File: config.mk
export PLATFORM = sky130hd
export DESIGN_NAME = ad7643_slave_emu
export DESIGN_NICKNAME = d
export VERILOG_FILES = /design/src/rtl/ad7643_slave_emu.sv
export SDC_FILE = /design/constraint.sdc
export NUM_CORES = 1
export LEC_CHECK = 0
export ABC_CLOCK_PERIOD_IN_PS = 1920
export CORE_MARGIN = 2
export CORE_UTILIZATION = 45
export CTS_BUF_LIST = sky130_fd_sc_hd__clkbuf_8
export CTS_CLUSTER_DIAMETER = 200
export DETAILED_ROUTE_END_ITERATION = 8
export MAX_ROUTING_LAYER = met4
export PLACE_DENSITY = 0.71
export SYNTH_ARGS = -nofsm -noshare
export SYNTH_HDL_FRONTEND = slang
export SYNTH_SLANG_ARGS = --single-unit
File: constraint.sdc
create_clock -name CLK -period 1.92 [get_ports CLK]
set_input_delay 0.288 -clock CLK [delete_from_list [all_inputs] [get_ports CLK]]
set_output_delay 0.288 -clock CLK [all_outputs]
set_load 0.02 [all_outputs]
File: src/rtl/ad7643_slave_emu.sv
// AD7643 slave emulator: answers convert requests from an SPI-style master
// with a busy pulse, then serves the converted word MSB first on ADSDOUT.
// Optional build macro EMU_RAMP_EN: convert an internal incrementing ramp
// instead of the SAMPLE input.
// Handshake: a conversion is requested by a falling ADCNVST; the frame is
// owned by the master while ADCS is low, data changes after each ADSCLK
// falling edge and is stable for the master's ADSCLK rising edge.
module ad7643_slave_emu #(
    parameter int CONV_CYCLES = 20,
    parameter int DATA_WIDTH  = 18
) (
    input  logic                  CLK,
    input  logic                  RST,
    input  logic                  ADCNVST,
    input  logic                  ADCS,
    input  logic                  ADSCLK,
    input  logic [DATA_WIDTH-1:0] SAMPLE,
    output logic                  ADBUSY,
    output logic                  ADSDOUT,
    output logic                  ADSYNC,
    output logic                  OVR,
    output logic [15:0]           NCONV,
    output logic [1:0]            DBG_STATE
);

    localparam int BW = $clog2(DATA_WIDTH + 1);

    typedef enum logic [1:0] {
        IDLE  = 2'd0,
        CONV  = 2'd1,
        READY = 2'd2,
        SHIFT = 2'd3
    } state_t;

    state_t                state_q, state_d;
    // bit 0: first flop, bit 1: synchronized level, bit 2: previous level
    logic [2:0]            cnvst_q, cs_q, sclk_q;
    logic [7:0]            busy_cnt_q, busy_cnt_d;
    logic [BW-1:0]         bit_cnt_q, bit_cnt_d;
    logic [DATA_WIDTH-1:0] shift_q, shift_d;
    logic [15:0]           nconv_q, nconv_d;
    logic                  ovr_q, ovr_d;
    logic [DATA_WIDTH-1:0] data_word;
    logic                  cnvst_fall, sclk_fall, cs_n;

    assign cnvst_fall = cnvst_q[2] & ~cnvst_q[1];
    assign sclk_fall  = sclk_q[2] & ~sclk_q[1];
    assign cs_n       = cs_q[1];

`ifdef EMU_RAMP_EN
    logic [DATA_WIDTH-1:0] ramp_q, ramp_d;
    logic                  sample_unused;

    assign sample_unused = ^SAMPLE;
    assign data_word     = ramp_q;

    // Ramp value advances once per completed conversion.
    always_ff @(posedge CLK) begin
        if (RST) ramp_q <= '0;
        else     ramp_q <= ramp_d;
    end

    // Ramp next value, wrapping naturally at all-ones.
    always_comb begin
        ramp_d = ramp_q;
        if (state_q == CONV && busy_cnt_q == 8'd1) ramp_d = ramp_q + 1'b1;
    end
`else
    assign data_word = SAMPLE;
`endif

    // Two-flop synchronizers plus one history flop for edge detection.
    always_ff @(posedge CLK) begin
        if (RST) begin
            cnvst_q <= '0;
            cs_q    <= '0;
            sclk_q  <= '0;
        end else begin
            cnvst_q <= {cnvst_q[1:0], ADCNVST};
            cs_q    <= {cs_q[1:0], ADCS};
            sclk_q  <= {sclk_q[1:0], ADSCLK};
        end
    end

    // State, counters, shift register and status registers.
    always_ff @(posedge CLK) begin
        if (RST) begin
            state_q    <= IDLE;
            busy_cnt_q <= '0;
            bit_cnt_q  <= '0;
            shift_q    <= '0;
            nconv_q    <= '0;
            ovr_q      <= 1'b0;
        end else begin
            state_q    <= state_d;
            busy_cnt_q <= busy_cnt_d;
            bit_cnt_q  <= bit_cnt_d;
            shift_q    <= shift_d;
            nconv_q    <= nconv_d;
            ovr_q      <= ovr_d;
        end
    end

    // Next-state logic; a convert request outside IDLE is dropped and flagged.
    always_comb begin
        state_d    = state_q;
        busy_cnt_d = busy_cnt_q;
        bit_cnt_d  = bit_cnt_q;
        shift_d    = shift_q;
        nconv_d    = nconv_q;
        ovr_d      = ovr_q | (cnvst_fall && state_q != IDLE);
        case (state_q)
            IDLE: begin
                if (cnvst_fall) begin
                    shift_d    = data_word;
                    busy_cnt_d = 8'(CONV_CYCLES);
                    state_d    = CONV;
                end
            end
            CONV: begin
                busy_cnt_d = busy_cnt_q - 8'd1;
                if (busy_cnt_q == 8'd1) begin
                    nconv_d = nconv_q + 16'd1;
                    state_d = READY;
                end
            end
            READY: begin
                if (!cs_n) begin
                    bit_cnt_d = BW'(DATA_WIDTH);
                    state_d   = SHIFT;
                end
            end
            SHIFT: begin
                // Chip select high freezes the frame in place.
                if (!cs_n && sclk_fall) begin
                    shift_d   = {shift_q[DATA_WIDTH-2:0], 1'b0};
                    bit_cnt_d = bit_cnt_q - 1'b1;
                    if (bit_cnt_q == BW'(1)) state_d = IDLE;
                end
            end
            default: state_d = IDLE;
        endcase
    end

    assign ADBUSY    = (state_q == CONV);
    assign ADSYNC    = (state_q == SHIFT);
    assign ADSDOUT   = (state_q == SHIFT) && !cs_n && shift_q[DATA_WIDTH-1];
    assign OVR       = ovr_q;
    assign NCONV     = nconv_q;
    assign DBG_STATE = state_q;

endmodule

==> flow_results.org <==
** Status
- The run finished with clean final reports.

** STA
- The count of pins over their slew limit is 0.
- Final clock period utilization by the worst path :: 97.9%
- Setup violations, final :: 0
- Unrepaired setup endpoints after global routing :: true
- Clock skew :: 0.00592 ns
- Max frequency :: 532 MHz
- The clock period could shrink to 1.88 ns.
- Accumulated negative setup slack :: 0 ns
- In this run the tightest slew margin relative to its limit is 72.9%.
- Worst Max-Slew Pin Slew :: 0.405 ns
- The hold violation total from the final report was 0.

** Floorplan
- Chip height :: 82.6 um
- Boundary Pins :: 45
- Count of standard-cell rows :: 28
- The die is 82.6 um wide.
- Floorplan die area :: 6830 um2
- The region available for standard cell placement spans 5960 um2.
- Initial standard-cell utilization of the core :: 46.7%

** Pwr
- For this design the ratio of total power to cell area is 919 nW/um2.
- Peak supply drop :: 0.000424 V
- Leakage component of the power :: 1.24 nW

** Drt
- Detailed routing placed a total of 166 um of wire on met3.
- The routed design uses 2690 um of met2 wire.
- After detailed routing, the total wire length is 5650 um.
- Via Count :: 2343
- The first detailed-routing pass ran for 4 iterations.
- After detailed routing, the wire length on met1 is 2760 um.
- After detailed routing, the number of remaining DRC violations is 0.
- Using the TritonRoute via totals, the vias-per-cell ratio works out to 5.41.
- Highest routed layer :: met4
- In this run the remaining antenna-violating nets after routing total 0.
- Routed len/inst :: 13.0 um
- DRC violation total after the first TritonRoute iteration :: 110

** Yosys
- Summing every instance area after synthesis gives 2780 um2.
- Cells after Synth :: 302
- When the netlist entered floorplanning its net count stood at 335.
- Synth cell types :: 45
- After synthesis, flip-flops and latches occupy 41.7% of the total area.
- Share of flip-flops with an asynchronous set or reset after synthesis :: 0%
- Yosys printed 0 warnings.
- Counting flops with a built-in enable in the synthesized netlist gives 0.
- Mean post-synth cell area :: 9.21 um2
- Among all flip-flop cells after synthesis, the most frequent one is sky130_fd_sc_hd__dfxtp_1.
- #FFs+latches synth :: 58

** Clock network
- Clock tree synthesis inserted a total of 9 buffers.
- Later-pin clock latency in the skew report :: 0.33 ns
- The H-tree was split into 3 levels.
- TritonCTS built the clock tree.
- Clock transition at path regs :: 0.07 ns
- No sink is reached through more buffers than the 2 on the longest clock path.
- Counting every sink on the clock net gives 58.
- Root Buffer :: sky130_fd_sc_hd__clkbuf_8

** Cells and area
- Commonest non-fill, non-tap cells in the layout :: 57 x sky130_fd_sc_hd__dfxtp_1, 40 x sky130_fd_sc_hd__clkdlybuf4s50_1, 35 x sky130_fd_sc_hd__nor2_1
- # diodes :: 0
- Post-layout util :: 61.4%
- Relative area change from synthesis to final layout :: 31.4%
- Leaving out fill and tap cells, the most frequent cell in the layout is sky130_fd_sc_hd__dfxtp_1.
- For this run, the post-layout net count is 386.
- Layout cells sized above 1 :: 14.0%

** Setup path
- Top fanout value on the critical path :: 21
- Launching element type of the critical path :: flop
- STA puts the critical path data arrival time at 2.10 ns.
- STA puts the critical path data required time at 2.14 ns.
- The critical path in this run is classified as flop to flop.
- STA classifies the critical path endpoint as a flop.

** Placed design
- In this run the tool buffered the top-level ports with 44 buffer cells.
- Sum of net half-perimeters after detailed placement :: 3960 um
- Routability-driven placement congestion ratio :: 0.827

** Global route
- Global routing used 18.4% of the available tracks.
- Entering global routing, the biggest net connects 38 pins.
- The first global-routing pass estimated 9500 um of wire.
- The via count of the first global-routing pass is 2152.
- Leftover overflow at the end of global routing :: 0
- Initial antenna violation count :: 0

** Worst hold path
- The min-delay analysis places its worst path in the category input pin to flop.

** Flow run
- Number of max-capacitance violations reported :: 0
[flip-flops by register name, summed over array words and instances (netlist names)]
signal,flops
bit_cnt_q,5
busy_cnt_q,8
DBG_STATE,2
cnvst_q,3
OVR,1
cs_q,2
sclk_q,3
shift_q,18
NCONV,16
[timing repair]
item	CTS	global route
pin swaps	1	0
hold buffers	0	0
gates resized for setup	5	10
endpoints found under the hold margin	0	0
setup endpoints to repair	6	30
setup buffers	1	0
[Yosys cell counts (3+ instances only)]
cell type	number	area share, %
sky130_fd_sc_hd__nor4_1	3	0.67
sky130_fd_sc_hd__o21ai_0	3	0.54
sky130_fd_sc_hd__or4_1	9	2.4
sky130_fd_sc_hd__a2111oi_0	4	1.3
sky130_fd_sc_hd__buf_1	3	0.40
sky130_fd_sc_hd__a211oi_1	22	5.9
sky130_fd_sc_hd__or2_2	3	0.67
sky130_fd_sc_hd__nand3_1	8	1.4
sky130_fd_sc_hd__ha_1	10	4.5
sky130_fd_sc_hd__nor2_1	35	4.7
sky130_fd_sc_hd__clkbuf_1	6	0.81
sky130_fd_sc_hd__xnor2_1	10	3.1
sky130_fd_sc_hd__nand2_1	8	1.1
sky130_fd_sc_hd__inv_1	15	2.0
sky130_fd_sc_hd__nand2b_1	7	1.6
sky130_fd_sc_hd__buf_2	4	0.72
sky130_fd_sc_hd__mux2i_1	19	6.8
sky130_fd_sc_hd__dfxtp_1	58	42
sky130_fd_sc_hd__or3_1	4	0.90
sky130_fd_sc_hd__nand4_1	5	1.1
sky130_fd_sc_hd__a21oi_1	18	3.2
sky130_fd_sc_hd__o31ai_1	10	2.7
sky130_fd_sc_hd__nor2b_1	11	2.5
[per-stage QoR]
step	std cells	hold slack (ns)	power, W	instance area, um2	worst slack [ns]
floorplan	302	0.414	0.00193	2800	-0.00228
global placement	416	0.428	0.00213	3360	0.0307
detailed placement	416	0.428	0.00214	3360	-0.0527
CTS	433	0.365	0.00329	3580	-0.00648
global route	433	0.389	0.00354	3660	-0.0832
finish	433	0.376	0.00336	3660	0.0398
[final cells by class]
cell class                 count  area, um2
clock inverter                 5       52.6
fill                         520       2300
timing repair buffer          56        547
multi-input combinational    213       1590
clock buffer                  11        151
sequential                    58       1160
tap                           75       93.8
inverter                      15       56.3
[power by group]
| group | switching, W | total, W | leakage [nW] | internal, W |
|---|---|---|---|---|
| Sequential | 0.0000924 | 0.00139 | 0.471 | 0.00130 |
| Combinational | 0.000424 | 0.000828 | 0.669 | 0.000404 |
| Clock | 0.000479 | 0.00114 | 0.105 | 0.000663 |
| Total | 0.000996 | 0.00336 | 1.24 | 0.00236 |
[final timing paths]
kind	startpoint	endpoint	slack, ns	depth (start not counted)
min reg2reg	cs_q[0]	cs_q[1]	0.43	1
max	busy_cnt_q[3]	NCONV[15]	0.04	5
min	RST	cs_q[1]	0.38	2
max reg2reg	busy_cnt_q[3]	NCONV[15]	0.04	5
[worst max-delay path: stages (launching register included)]
cell	delay, ns
sky130_fd_sc_hd__dfxtp_1	0.40
sky130_fd_sc_hd__nor4_2	0.41
sky130_fd_sc_hd__nand4_1	0.14
sky130_fd_sc_hd__buf_4	0.22
sky130_fd_sc_hd__nor4_1	0.25
sky130_fd_sc_hd__mux2_2	0.36
[per-layer routing]
metal / global-route usage, % / vias to the layer above
li1: - / 1190
met1: 22.9 / 1102
met2: 28.3 / 47
met3: 4.78 / 4
met4: 8.03 / 0
met5: - / -
[cell families (layout without fill, tap and decap cells)]
| family | count (synthesis) | after routing | share of synthesized area, % |
|---|---|---|---|
| simple gates | 107 | 107 | 21.1 |
| fa+ha+maj | 10 | 10 | 4.50 |
| xor+xnor | 11 | 11 | 3.46 |
| buf+inv | 31 | 87 | 4.90 |
| mux | 21 | 21 | 7.64 |
| compound gates | 64 | 64 | 16.7 |
| flops | 58 | 58 | 41.7 |
Power figures use the tool's default switching activity.
